**src/rtl/fifo_uart_tx_if.sv**
```systemverilog
// Read-port and serial-line bundle between a first-word-fall-through FIFO
// and the UART transmitter that drains it.
interface fifo_uart_tx_if #(
  parameter int WIDTH = 8
);
  logic             ENABLE;
  logic             FIFO_EMPTY;
  logic             FIFO_READ;
  logic [WIDTH-1:0] FIFO_RDATA;
  logic             TX;
  logic             BUSY;
  logic             DONE;

  // Transmitter side: issues pops, drives the serial line and status.
  modport master (
    input  ENABLE,
    input  FIFO_EMPTY,
    input  FIFO_RDATA,
    output FIFO_READ,
    output TX,
    output BUSY,
    output DONE
  );

  // FIFO / system side: supplies data and enable, observes the line.
  modport slave (
    output ENABLE,
    output FIFO_EMPTY,
    output FIFO_RDATA,
    input  FIFO_READ,
    input  TX,
    input  BUSY,
    input  DONE
  );
endinterface

```
**src/rtl/fifo_uart_tx.sv**
```systemverilog
// UART transmitter draining a FWFT FIFO: one popped word per frame
// (start, WIDTH data bits LSB first, optional parity, 1 or 2 stop bits).
// Frames run back-to-back with no idle gap while the FIFO has data.
module fifo_uart_tx #(
  parameter int WIDTH     = 8,
  parameter int CLK_DIV   = 16,
  parameter int PARITY    = 0,
  parameter int STOP_BITS = 1
) (
  input logic            CLK,
  input logic            RESET_N,
  fifo_uart_tx_if.master bus
);

  localparam int   CW       = (CLK_DIV > 1) ? $clog2(CLK_DIV) : 1;
  localparam int   BW       = (WIDTH > 1) ? $clog2(WIDTH) : 1;
  localparam logic ODD_PAR  = (PARITY == 2);
  localparam logic LAST_STP = (STOP_BITS == 2);

  typedef enum logic [2:0] {
    S_IDLE,
    S_START,
    S_DATA,
    S_PARITY,
    S_STOP
  } state_t;

  state_t           state_q;
  logic [CW-1:0]    cnt_q;
  logic [BW-1:0]    bit_q;
  logic             stop_q;
  logic [WIDTH-1:0] shift_q;
  logic             par_q;
  logic             tx_q;
  logic             busy_q;
  logic             done_q;

  logic bit_end;
  logic last_stop;
  logic pop;

  // Bit boundary, final stop cycle and the pop strobe (no wait state).
  assign bit_end   = (cnt_q == CW'(CLK_DIV - 1));
  assign last_stop = (state_q == S_STOP) && bit_end && (stop_q == LAST_STP);
  assign pop       = RESET_N && bus.ENABLE && !bus.FIFO_EMPTY &&
                     ((state_q == S_IDLE) || last_stop);

  assign bus.FIFO_READ = pop;
  assign bus.TX        = tx_q;
  assign bus.BUSY      = busy_q;
  assign bus.DONE      = done_q;

  // Frame sequencer: bit timing, shifting, parity accumulation, registered outputs.
  always_ff @(posedge CLK or negedge RESET_N) begin
    if (!RESET_N) begin
      state_q <= S_IDLE;
      cnt_q   <= '0;
      bit_q   <= '0;
      stop_q  <= 1'b0;
      shift_q <= '0;
      par_q   <= 1'b0;
      tx_q    <= 1'b1;
      busy_q  <= 1'b0;
      done_q  <= 1'b0;
    end else begin
      done_q <= 1'b0;
      case (state_q)
        S_IDLE: begin
          if (pop) begin
            shift_q <= bus.FIFO_RDATA;
            tx_q    <= 1'b0;
            busy_q  <= 1'b1;
            cnt_q   <= '0;
            state_q <= S_START;
          end
        end
        S_START: begin
          if (bit_end) begin
            cnt_q   <= '0;
            bit_q   <= '0;
            tx_q    <= shift_q[0];
            par_q   <= shift_q[0];
            shift_q <= shift_q >> 1;
            state_q <= S_DATA;
          end else begin
            cnt_q <= cnt_q + CW'(1);
          end
        end
        S_DATA: begin
          if (bit_end) begin
            cnt_q <= '0;
            if (bit_q == BW'(WIDTH - 1)) begin
              if (PARITY != 0) begin
                tx_q    <= par_q ^ ODD_PAR;
                state_q <= S_PARITY;
              end else begin
                tx_q    <= 1'b1;
                stop_q  <= 1'b0;
                state_q <= S_STOP;
              end
            end else begin
              bit_q   <= bit_q + BW'(1);
              tx_q    <= shift_q[0];
              par_q   <= par_q ^ shift_q[0];
              shift_q <= shift_q >> 1;
            end
          end else begin
            cnt_q <= cnt_q + CW'(1);
          end
        end
        S_PARITY: begin
          if (bit_end) begin
            cnt_q   <= '0;
            tx_q    <= 1'b1;
            stop_q  <= 1'b0;
            state_q <= S_STOP;
          end else begin
            cnt_q <= cnt_q + CW'(1);
          end
        end
        S_STOP: begin
          if (bit_end) begin
            cnt_q <= '0;
            if (stop_q == LAST_STP) begin
              done_q <= 1'b1;
              if (pop) begin
                shift_q <= bus.FIFO_RDATA;
                tx_q    <= 1'b0;
                state_q <= S_START;
              end else begin
                tx_q    <= 1'b1;
                busy_q  <= 1'b0;
                state_q <= S_IDLE;
              end
            end else begin
              stop_q <= 1'b1;
            end
          end else begin
            cnt_q <= cnt_q + CW'(1);
          end
        end
        default: begin
          state_q <= S_IDLE;
          tx_q    <= 1'b1;
          busy_q  <= 1'b0;
        end
      endcase
    end
  end

endmodule

```
**src/flat_wrapper.sv**
```systemverilog
// flat-port wrapper written by rule: the top's interface ports become plain ports
module fifo_uart_tx_flat 
#(
  parameter int WIDTH     = 8,
  parameter int CLK_DIV   = 16,
  parameter int PARITY    = 0,
  parameter int STOP_BITS = 1
)
  (CLK, RESET_N, bus_ENABLE, bus_FIFO_EMPTY, bus_FIFO_RDATA, bus_FIFO_READ, bus_TX, bus_BUSY, bus_DONE);
  fifo_uart_tx_if #(.WIDTH(WIDTH)) bus_i ();
  input logic CLK;
  input logic RESET_N;
  input wire logic [$bits(bus_i.ENABLE)-1:0] bus_ENABLE;
  input wire logic [$bits(bus_i.FIFO_EMPTY)-1:0] bus_FIFO_EMPTY;
  input wire logic [$bits(bus_i.FIFO_RDATA)-1:0] bus_FIFO_RDATA;
  output wire logic [$bits(bus_i.FIFO_READ)-1:0] bus_FIFO_READ;
  output wire logic [$bits(bus_i.TX)-1:0] bus_TX;
  output wire logic [$bits(bus_i.BUSY)-1:0] bus_BUSY;
  output wire logic [$bits(bus_i.DONE)-1:0] bus_DONE;
  assign bus_i.ENABLE = bus_ENABLE;
  assign bus_i.FIFO_EMPTY = bus_FIFO_EMPTY;
  assign bus_i.FIFO_RDATA = bus_FIFO_RDATA;
  assign bus_FIFO_READ = bus_i.FIFO_READ;
  assign bus_TX = bus_i.TX;
  assign bus_BUSY = bus_i.BUSY;
  assign bus_DONE = bus_i.DONE;
  fifo_uart_tx #(.WIDTH(WIDTH), .CLK_DIV(CLK_DIV), .PARITY(PARITY), .STOP_BITS(STOP_BITS)) u_core (.CLK(CLK), .RESET_N(RESET_N), .bus(bus_i));
endmodule
```
**config.mk**
```make
export PLATFORM = sky130hd
export DESIGN_NAME = fifo_uart_tx_flat
export DESIGN_NICKNAME = d
export VERILOG_FILES = /design/src/rtl/fifo_uart_tx_if.sv /design/src/rtl/fifo_uart_tx.sv /design/src/flat_wrapper.sv
export SDC_FILE = /design/constraint.sdc
export NUM_CORES = 1
export LEC_CHECK = 0
export CAP_MARGIN = 10
export CORE_MARGIN = 2
export CORE_UTILIZATION = 30
export CTS_CLUSTER_SIZE = 25
export DETAILED_ROUTE_END_ITERATION = 8
export PLACE_DENSITY_LB_ADDON = 0.08
export SLEW_MARGIN = 40
export SYNTH_ARGS = -nofsm -noshare
export SYNTH_HDL_FRONTEND = slang
export SYNTH_SLANG_ARGS = --single-unit
```
**constraint.sdc**
```tcl
create_clock -name CLK -period 6.4 [get_ports CLK]
set_clock_uncertainty 0.15 [all_clocks]
set_input_delay 1.28 -clock CLK [delete_from_list [all_inputs] [get_ports CLK]]
set_output_delay 1.28 -clock CLK [all_outputs]
set_load 0.05 [all_outputs]
```
==> impl_metrics.yaml, run 1 <==
place:
  dp_hpwl_mm: 1.70
  routabilityCongestion: 0.750
  io_buffers: 15
  place_ws_ns: 1.54
power:
  p_leak_uw: 0.000577
  ir_worst_vdd_mv: 0.200
  p_per_area_nw_per_um2: 425
cells_and_area:
  area_growth_pct: 18.1
  utilization: 0.365
  antenna_cells: 0
  drive_above_1_share: 0.200
  regArea_um2: 527
  finalNetCount: 146
  layout_common_cells: "dfrtp_1 (20), mux2_2 (15), clkdlybuf4s50_1 (15)"
  multi_input_area_um2: 638
  fill_cells: 391
  layout_commonest_cell: "dfrtp_1"
synthesis:
  yosys.area.top_type: "dfrtp_1"
  synth.avg_cell_area_um2: 10.2
  syn-cell-area_um2: 1220
  synth_flop_cell: "dfrtp_1"
  synth_seq_cells: 21
  yosysSeqAreaShare: 0.432
  yosysUniqueCellTypes: 37
  yosys-top-cells-area: "dfrtp_1 (41%), mux2_2 (14%), a21oi_1 (4.5%), ha_1 (3.1%), nor2_1 (3.1%)"
  async_flop_share: 1.00
  synth_nets: 134
  synth_top_area_frac: 0.411
  synth_edf_count: 0
  synth_warnings: 0
  synthCells: 119
critical_path:
  crit_fanout: 22
  start_kind: "input pin"
  criticalPathCategory: "in2out"
  crit_required_ns: 4.97
  worstSetupEndpointType: "output pin"
  cp.arrival_ns: 3.41
drt:
  vias_per_cell: 5.24
  first_pass_iters: 4
  ant_nets: 0
  totalWireLength_mm: 2.60
  drc: 0
  drtIter0Drc: 45
  wire_per_inst_um: 14.4
  dr_total_vias: 944
grt:
  grt_pass1_wl_mm: 4.31
  grt_overflow_total: 0
  grt_antenna_before_repair: 0
  grt_use_total: 0.128
  grt_max_degree: 23
  grt_pass1_vias: 894
clocking:
  cts_max_path_buffers: 2
  cts_tree: "built"
  clk_pin_slew_ns: 0.08
  clock_latency_ns: 0.27
  cts-htree-levels: 1
  postCtsSetupBuffers: 0
  cts-hold-fix-buffers: 0
  clock-sinks: 21
  cts_buffers: 3
  ctsResizeCount: 0
  root_buffer: "clkbuf_8"
timing:
  max_freq_mhz: 207
  post-route-period-util: 0.757
  worst_pin_slew_ns: 0.765
  setup_tns_ns: 0
  setup_slack_ns: 1.56
  min_period_ns: 4.84
  hold-worst-slack_ns: 0.358
  hold_viol_final: 0
  relSlewSlack: 0.488
  setup_viol: 0
  final_max_slew_viol_count: 0
  rsz0062_at_grt: "no"
floorplan:
  floorplan.rows: 23
  core_um2: 3940
  die_w_um: 67.7
  initial_core_util: 0.309
  die-height_um: 67.7
  die_area_um2: 4590
  ios: 16
status:
  outcome: "finished, final reports clean"
job:
  cap_violations: 0
worst_hold_path:
  hold_class: "reg2reg"
-- path summary, 6_finish.rpt --
| kind | startpoint | to | slack, ns | cells after the start |
|---|---|---|---|---|
| max reg2reg | u_core.cnt_q[0] | u_core.shift_q[7] | 3.95 | 5 |
| max | RESET_N | bus_FIFO_READ | 1.56 | 5 |
| min in group asynchronous | RESET_N | u_core.bus.DONE | 1.22 | 2 |
| min | u_core.shift_q[5] | u_core.shift_q[5] | 0.36 | 1 |
| min reg2reg | u_core.shift_q[5] | u_core.shift_q[5] | 0.36 | 1 |
| max in group asynchronous | RESET_N | u_core.bus.TX | 4.60 | 2 |
-- routing by layer --
metal | wire (µm) | vias to the layer above | part of all wire | track usage
met5 | 0 | - | 0 | 0
met4 | 39 | 0 | 0.015 | 0.0612
met3 | 77 | 4 | 0.030 | 0.0200
met2 | 1120 | 16 | 0.43 | 0.185
met1 | 1360 | 462 | 0.52 | 0.184
li1 | - | 462 | - | -
-- state kept, by name, indices dropped and copies added, names as in the netlist --
signal	flops
u_core.state_q	3
u_core.shift_q	8
u_core.bus.BUSY	1
u_core.bit_q	3
u_core.bus.DONE	1
u_core.bus.TX	1
u_core.cnt_q	4
-- where the power goes --
group / leakage, µW / total (µW) / switching (µW) / internal [µW]
logic: 0.000290 / 284 / 146 / 138
clock network: 0.0000255 / 91.0 / 47.5 / 43.5
registers: 0.000262 / 235 / 51.0 / 184
total: 0.000577 / 611 / 245 / 366
-- Yosys cell counts, types with 3 or more instances --
cell / number
o21ai_0: 5
ha_1: 3
dfrtp_1: 20
a211oi_1: 3
o2bb2ai_1: 3
nor2_1: 10
mux2_2: 15
a21oi_1: 11
nor3_1: 4
clkbuf_1: 6
nand2_1: 7
nand3_1: 6
-- kinds of logic (layout without fill, tap and decap cells) --
family	Yosys count	in the layout	share of synthesized area
and+or+nand+nor	35	35	0.143
AOI/OAI and AO/OA	32	32	0.196
DFF	21	21	0.432
muxes	15	15	0.139
buffers and inverters	11	22	0.0441
adders and majority gates	4	4	0.0390
xor gates and xnor gates	1	1	0.00719
-- through the flow --
stage          power (µW)  instances  instance area, µm²
4_1_cts               617        180                1440
3_3_place_gp          515        176                1390
3_5_place_dp          523        176                1390
2_1_floorplan         463        119                1220
6_report              611        180                1440
5_1_grt               665        180                1440
-- final cells by class --
class,count,share of cell area
clock inverter,1,0.00348
sequential,21,0.366
inverter,2,0.00522
tap,50,0.0435
timing repair buffer,16,0.110
clock buffer,3,0.0287
multi-input combinational,87,0.443
-- critical path, cell delays in order --
cell and delay, ns:
clkdlybuf4s50_1 0.46, buf_4 0.29, and3b_1 0.35, o211a_4 0.22, clkdlybuf4s50_1 0.80
Power figures use the tool's default switching activity.
==> run 2, diff against run 1 <==
clock period = 5 ns   (was 6.4 ns; I/O delays follow)
==> run 2 against run 1 <==
  * Final cell count stayed put
  * Critical path depth stayed put
  * Routed wire length hardly changed
  * Global-route usage is 0.35 points higher
  * Critical path type unchanged
  * Largest power group unchanged
==> impl_metrics.yaml, run 2 (synthesis results as in run 1) <==
status:
  outcome: "finished, final reports clean"
critical_path:
  crit_fanout: 22
  criticalPathCategory: "in2out"
  crit_chain: "clkdlybuf4s50_1, buf_4, and3b_1, o211a_4, buf_4"
  timing.rr.end: "u_core.shift_q[7]"
  rrSetupSlack_ns: 2.54
  start_kind: "input pin"
  critPathMostFrequentCell: "buf_4"
  worstSetupEndpointType: "output pin"
  r2r_cells: 5
  slowest_stage: "clkdlybuf4s50_1"
  crit_start: "RESET_N"
  worstReg2RegStart: "u_core.cnt_q[0]"
  cp.arrival_ns: 2.52
  crit_required_ns: 3.85
  slowest_delay_ns: 0.46
  crit_end: "bus_FIFO_READ"
cells_and_area:
  stdcell_count: 180
  largest_reg_flops: 8
  area_growth_pct: 17.9
  largest-register: "u_core.shift_q"
  finalNetCount: 146
  layout_commonest_cell: "dfrtp_1"
  drive_above_1_share: 0.208
  largestRegisters: "u_core.shift_q (8), u_core.cnt_q (4)"
  antenna_cells: 0
  layout_common_cells: "dfrtp_1 (20), mux2_2 (15), clkdlybuf4s50_1 (14)"
floorplan:
  floorplan.rows: 23
  initial_core_util: 0.309
  die-height_um: 67.7
  die_area_um2: 4590
  ios: 16
  core_um2: 3940
  die_w_um: 67.7
drt:
  drc: 0
  dr_total_vias: 957
  vias_per_cell: 5.32
  ant_nets: 0
  totalWireLength_mm: 2.60
  wire_per_inst_um: 14.4
  drtIter0Drc: 26
  first_pass_iters: 4
clocking:
  cts_tree: "built"
  cts_max_path_buffers: 2
  postCtsSetupBuffers: 0
  clock-sinks: 21
  clock_latency_ns: 0.27
  root_buffer: "clkbuf_8"
  cts-htree-levels: 1
  cts_buffers: 3
  cts-hold-fix-buffers: 0
  clk_pin_slew_ns: 0.08
  ctsResizeCount: 0
timing:
  setup_viol: 0
  post-route-period-util: 0.735
  worst_pin_slew_ns: 0.832
  final_max_slew_viol_count: 0
  hold_viol_final: 0
  rsz0062_at_grt: "no"
  max_freq_mhz: 272
  setup_tns_ns: 0
  relSlewSlack: 0.444
  min_period_ns: 3.67
power:
  total_power_uw: 785
  p_per_area_nw_per_um2: 547
  ir_worst_vdd_mv: 0.255
  p_leak_uw: 0.000579
grt:
  grt_pass1_wl_mm: 4.40
  grt_antenna_before_repair: 0
  grt_pass1_vias: 895
  grt_use_total: 0.131
  grt_max_degree: 23
  grt_overflow_total: 0
job:
  cap_violations: 0
worst_hold_path:
  hold_class: "reg2reg"
place:
  placed_cells: 176
  io_buffers: 15
  routabilityCongestion: 0.755
  dp_hpwl_mm: 1.76
==> run 2: metal layers <==
layer | vias up | routed length (µm) | GRT usage
met4 | 0 | 40 | 0.0561
li1 | 461 | - | -
met1 | 474 | 1270 | 0.191
met2 | 18 | 1200 | 0.185
met5 | - | 0 | 0
met3 | 4 | 92 | 0.0283
==> run 2: how the worst min path moves through the flow <==
stage | startpoint | end | slack, ns | cells after the start
2_1_floorplan | u_core.shift_q[1] | u_core.shift_q[1] | 0.32 | 1
3_3_place_gp | u_core.shift_q[1] | u_core.shift_q[1] | 0.33 | 1
3_5_place_dp | u_core.shift_q[3] | u_core.shift_q[3] | 0.34 | 1
4_1_cts | u_core.shift_q[3] | u_core.shift_q[3] | 0.36 | 1
5_1_grt | u_core.shift_q[5] | u_core.shift_q[5] | 0.39 | 1
6_report | u_core.shift_q[2] | u_core.shift_q[2] | 0.36 | 1
==> run 2: through the flow <==
stage / instance area, µm² / setup slack [ns] / utilization / hold slack (ns)
floorplan: 1220 / 2.17 / - / 0.324
global placement: 1390 / 1.34 / 0.353 / 0.333
detailed placement: 1390 / 1.30 / 0.353 / 0.344
CTS: 1440 / 1.29 / 0.364 / 0.362
global route: 1440 / 1.19 / 0.364 / 0.387
finish: 1440 / 1.33 / 0.364 / 0.359
==> run 2: power by group <==
group / total (µW) / internal (µW) / switching, µW
Clock: 117 / 55.7 / 61.4
Sequential: 303 / 236 / 66.6
Combinational: 365 / 177 / 188
==> run 2: critical path: cells and delay by family <==
| kind | cells | cell delay (ns) |
|---|---|---|
| AOI/OAI and AO/OA | 1 | 0.23 |
| buffers and inverters | 3 | 0.95 |
| and+or+nand+nor | 1 | 0.34 |
==> run 2: final cells by class <==
cell class	instances	area, µm²
clock buffers	3	41.3
clock inverters	1	5.00
fillers	400	2510
inverters	2	7.51
multi-input cells	87	638
flip-flops and latches	21	527
well taps	50	62.6
repair buffers	16	155
==> run 3, diff against run 2 <==
clock period = 2.95 ns   (was 5 ns; I/O delays follow)
==> run 3 against run 2 <==
  * Sequential cell count did not move
  * Via count fell by 0.31%
  * Total power rose by 72%
  * Global-route usage rose by 0.76 points
  * Clock power increased by 66%
  * Register-to-register slack lost 2.0 ns
  * Routed wire length grew 5.7%
  * Largest cell class unchanged
==> impl_metrics.yaml, run 3 (synthesis results as in run 1) <==
status:
  outcome: "finished, final reports clean"
floorplan:
  core_um2: 3940
  initial_core_util: 0.309
  die-height_um: 67.7
  die_w_um: 67.7
  ios: 16
  die_area_um2: 4590
  floorplan.rows: 23
clocking:
  root_buffer: "clkbuf_8"
  cts-hold-fix-buffers: 0
  clk_pin_slew_ns: 0.08
  cts_tree: "built"
  cts_buffers: 3
  cts-htree-levels: 1
  clock-sinks: 21
  ctsResizeCount: 0
  clock_latency_ns: 0.26
  cts_max_path_buffers: 2
  postCtsSetupBuffers: 0
grt:
  grt_use_total: 0.139
  busiest_layer: "met2"
  use_met2: 0.216
  grt_pass1_vias: 993
  grt_pass1_wl_mm: 4.67
  grt_max_degree: 22
  use_met1: 0.186
  met3_usage: 0.0250
  grt_antenna_before_repair: 0
  grt_overflow_total: 0
timing:
  setup_viol: 0
  relSlewSlack: 0.509
  rsz0062_at_grt: "no"
  max_freq_mhz: 393
  setup_tns_ns: 0
  hold_viol_final: 0
  post-route-period-util: 0.862
  min_period_ns: 2.54
  final_max_slew_viol_count: 0
  worst_pin_slew_ns: 0.733
job:
  cap_violations: 0
cells_and_area:
  largest_reg_flops: 8
  layout_commonest_cell: "dfrtp_1"
  finalNetCount: 148
  area_growth_pct: 20.1
  layout_common_cells: "dfrtp_1 (20), mux2_2 (15), clkdlybuf4s50_1 (14)"
  largestRegisters: "u_core.shift_q (8), u_core.cnt_q (4)"
  largest-register: "u_core.shift_q"
  stdcell_count: 182
  drive_above_1_share: 0.220
  design_area_um2: 1460
  antenna_cells: 0
critical_path:
  slowest_delay_ns: 0.52
  crit_end: "bus_FIFO_READ"
  worstSetupEndpointType: "output pin"
  cp_top_family: "buffers and inverters"
  cp_num_buf_inv: 2
  slowest_stage: "clkdlybuf4s50_1"
  crit_start: "RESET_N"
  crit_chain: "clkdlybuf4s50_1, and3b_1, o211a_4, buf_12"
  r2r_cells: 5
  crit_required_ns: 2.21
  rrSetupSlack_ns: 0.52
  critical_path_depth: 4
  timing.rr.end: "u_core.shift_q[2]"
  start_kind: "input pin"
  worstReg2RegStart: "u_core.cnt_q[0]"
  crit_fanout: 6
  criticalPathCategory: "in2out"
  cp.arrival_ns: 1.80
drt:
  ant_nets: 0
  vias_per_cell: 5.24
  drc: 0
  dr_total_vias: 954
  totalWireLength_mm: 2.75
  wire_per_inst_um: 15.1
  first_pass_iters: 4
  drtIter0Drc: 23
place:
  placed_cells: 178
  io_buffers: 15
  routabilityCongestion: 0.749
  dp_hpwl_mm: 1.94
  dpl_cell_area_um2: 1420
power:
  ir_worst_vdd_mv: 0.412
  p_leak_uw: 0.000591
  p_per_area_nw_per_um2: 920
worst_hold_path:
  hold_class: "reg2reg"
  min_path_cells: 2
## run 3: how the worst min path moves through the flow
stage,slack (ns),end,from
global placement,0.33,u_core.shift_q[1],u_core.shift_q[1]
detailed placement,0.34,u_core.bus.TX,u_core.bus.TX
global route,0.37,u_core.shift_q[4],u_core.shift_q[4]
CTS,0.36,u_core.bus.TX,u_core.bus.TX
finish,0.36,u_core.bus.TX,u_core.bus.TX
floorplan,0.14,u_core.bit_q[0],RESET_N
## run 3: power by group
part           switching [µW]  internal, µW
Sequential                114           400
Clock                     100          94.3
Combinational             326           313
Total                     540           807
## run 3: per-stage QoR
step / util / hold slack, ns / setup WS, ns / total power (µW)
2_1_floorplan: - / 0.144 / 0.644 / 1000
3_3_place_gp: 0.360 / 0.332 / 0.315 / 1140
3_5_place_dp: 0.360 / 0.340 / 0.296 / 1160
4_1_cts: 0.371 / 0.361 / 0.404 / 1360
5_1_grt: 0.371 / 0.374 / 0.354 / 1470
6_report: 0.371 / 0.355 / 0.407 / 1350
## run 3: metal layers
layer	vias to the layer above	wire length, µm
met3	5	84
met1	464	1400
met2	18	1220
met5	-	0
li1	467	-
met4	0	45
## run 3: area by class of cell
type	instances	area (µm²)
multi-input cells	87	638
well taps	50	62.6
repair buffers	18	183
fillers	385	2480
clock inverters	1	5.00
inverters	2	7.51
flip-flops and latches	21	527
clock buffers	3	41.3
## run 3: worst reg2reg max path, cell delays in order (launching register included)
cell,delay (ns)
dfrtp_1,0.43
ha_1,0.28
and3_1,0.31
o211a_4,0.30
a311oi_4,0.45
mux2_2,0.40
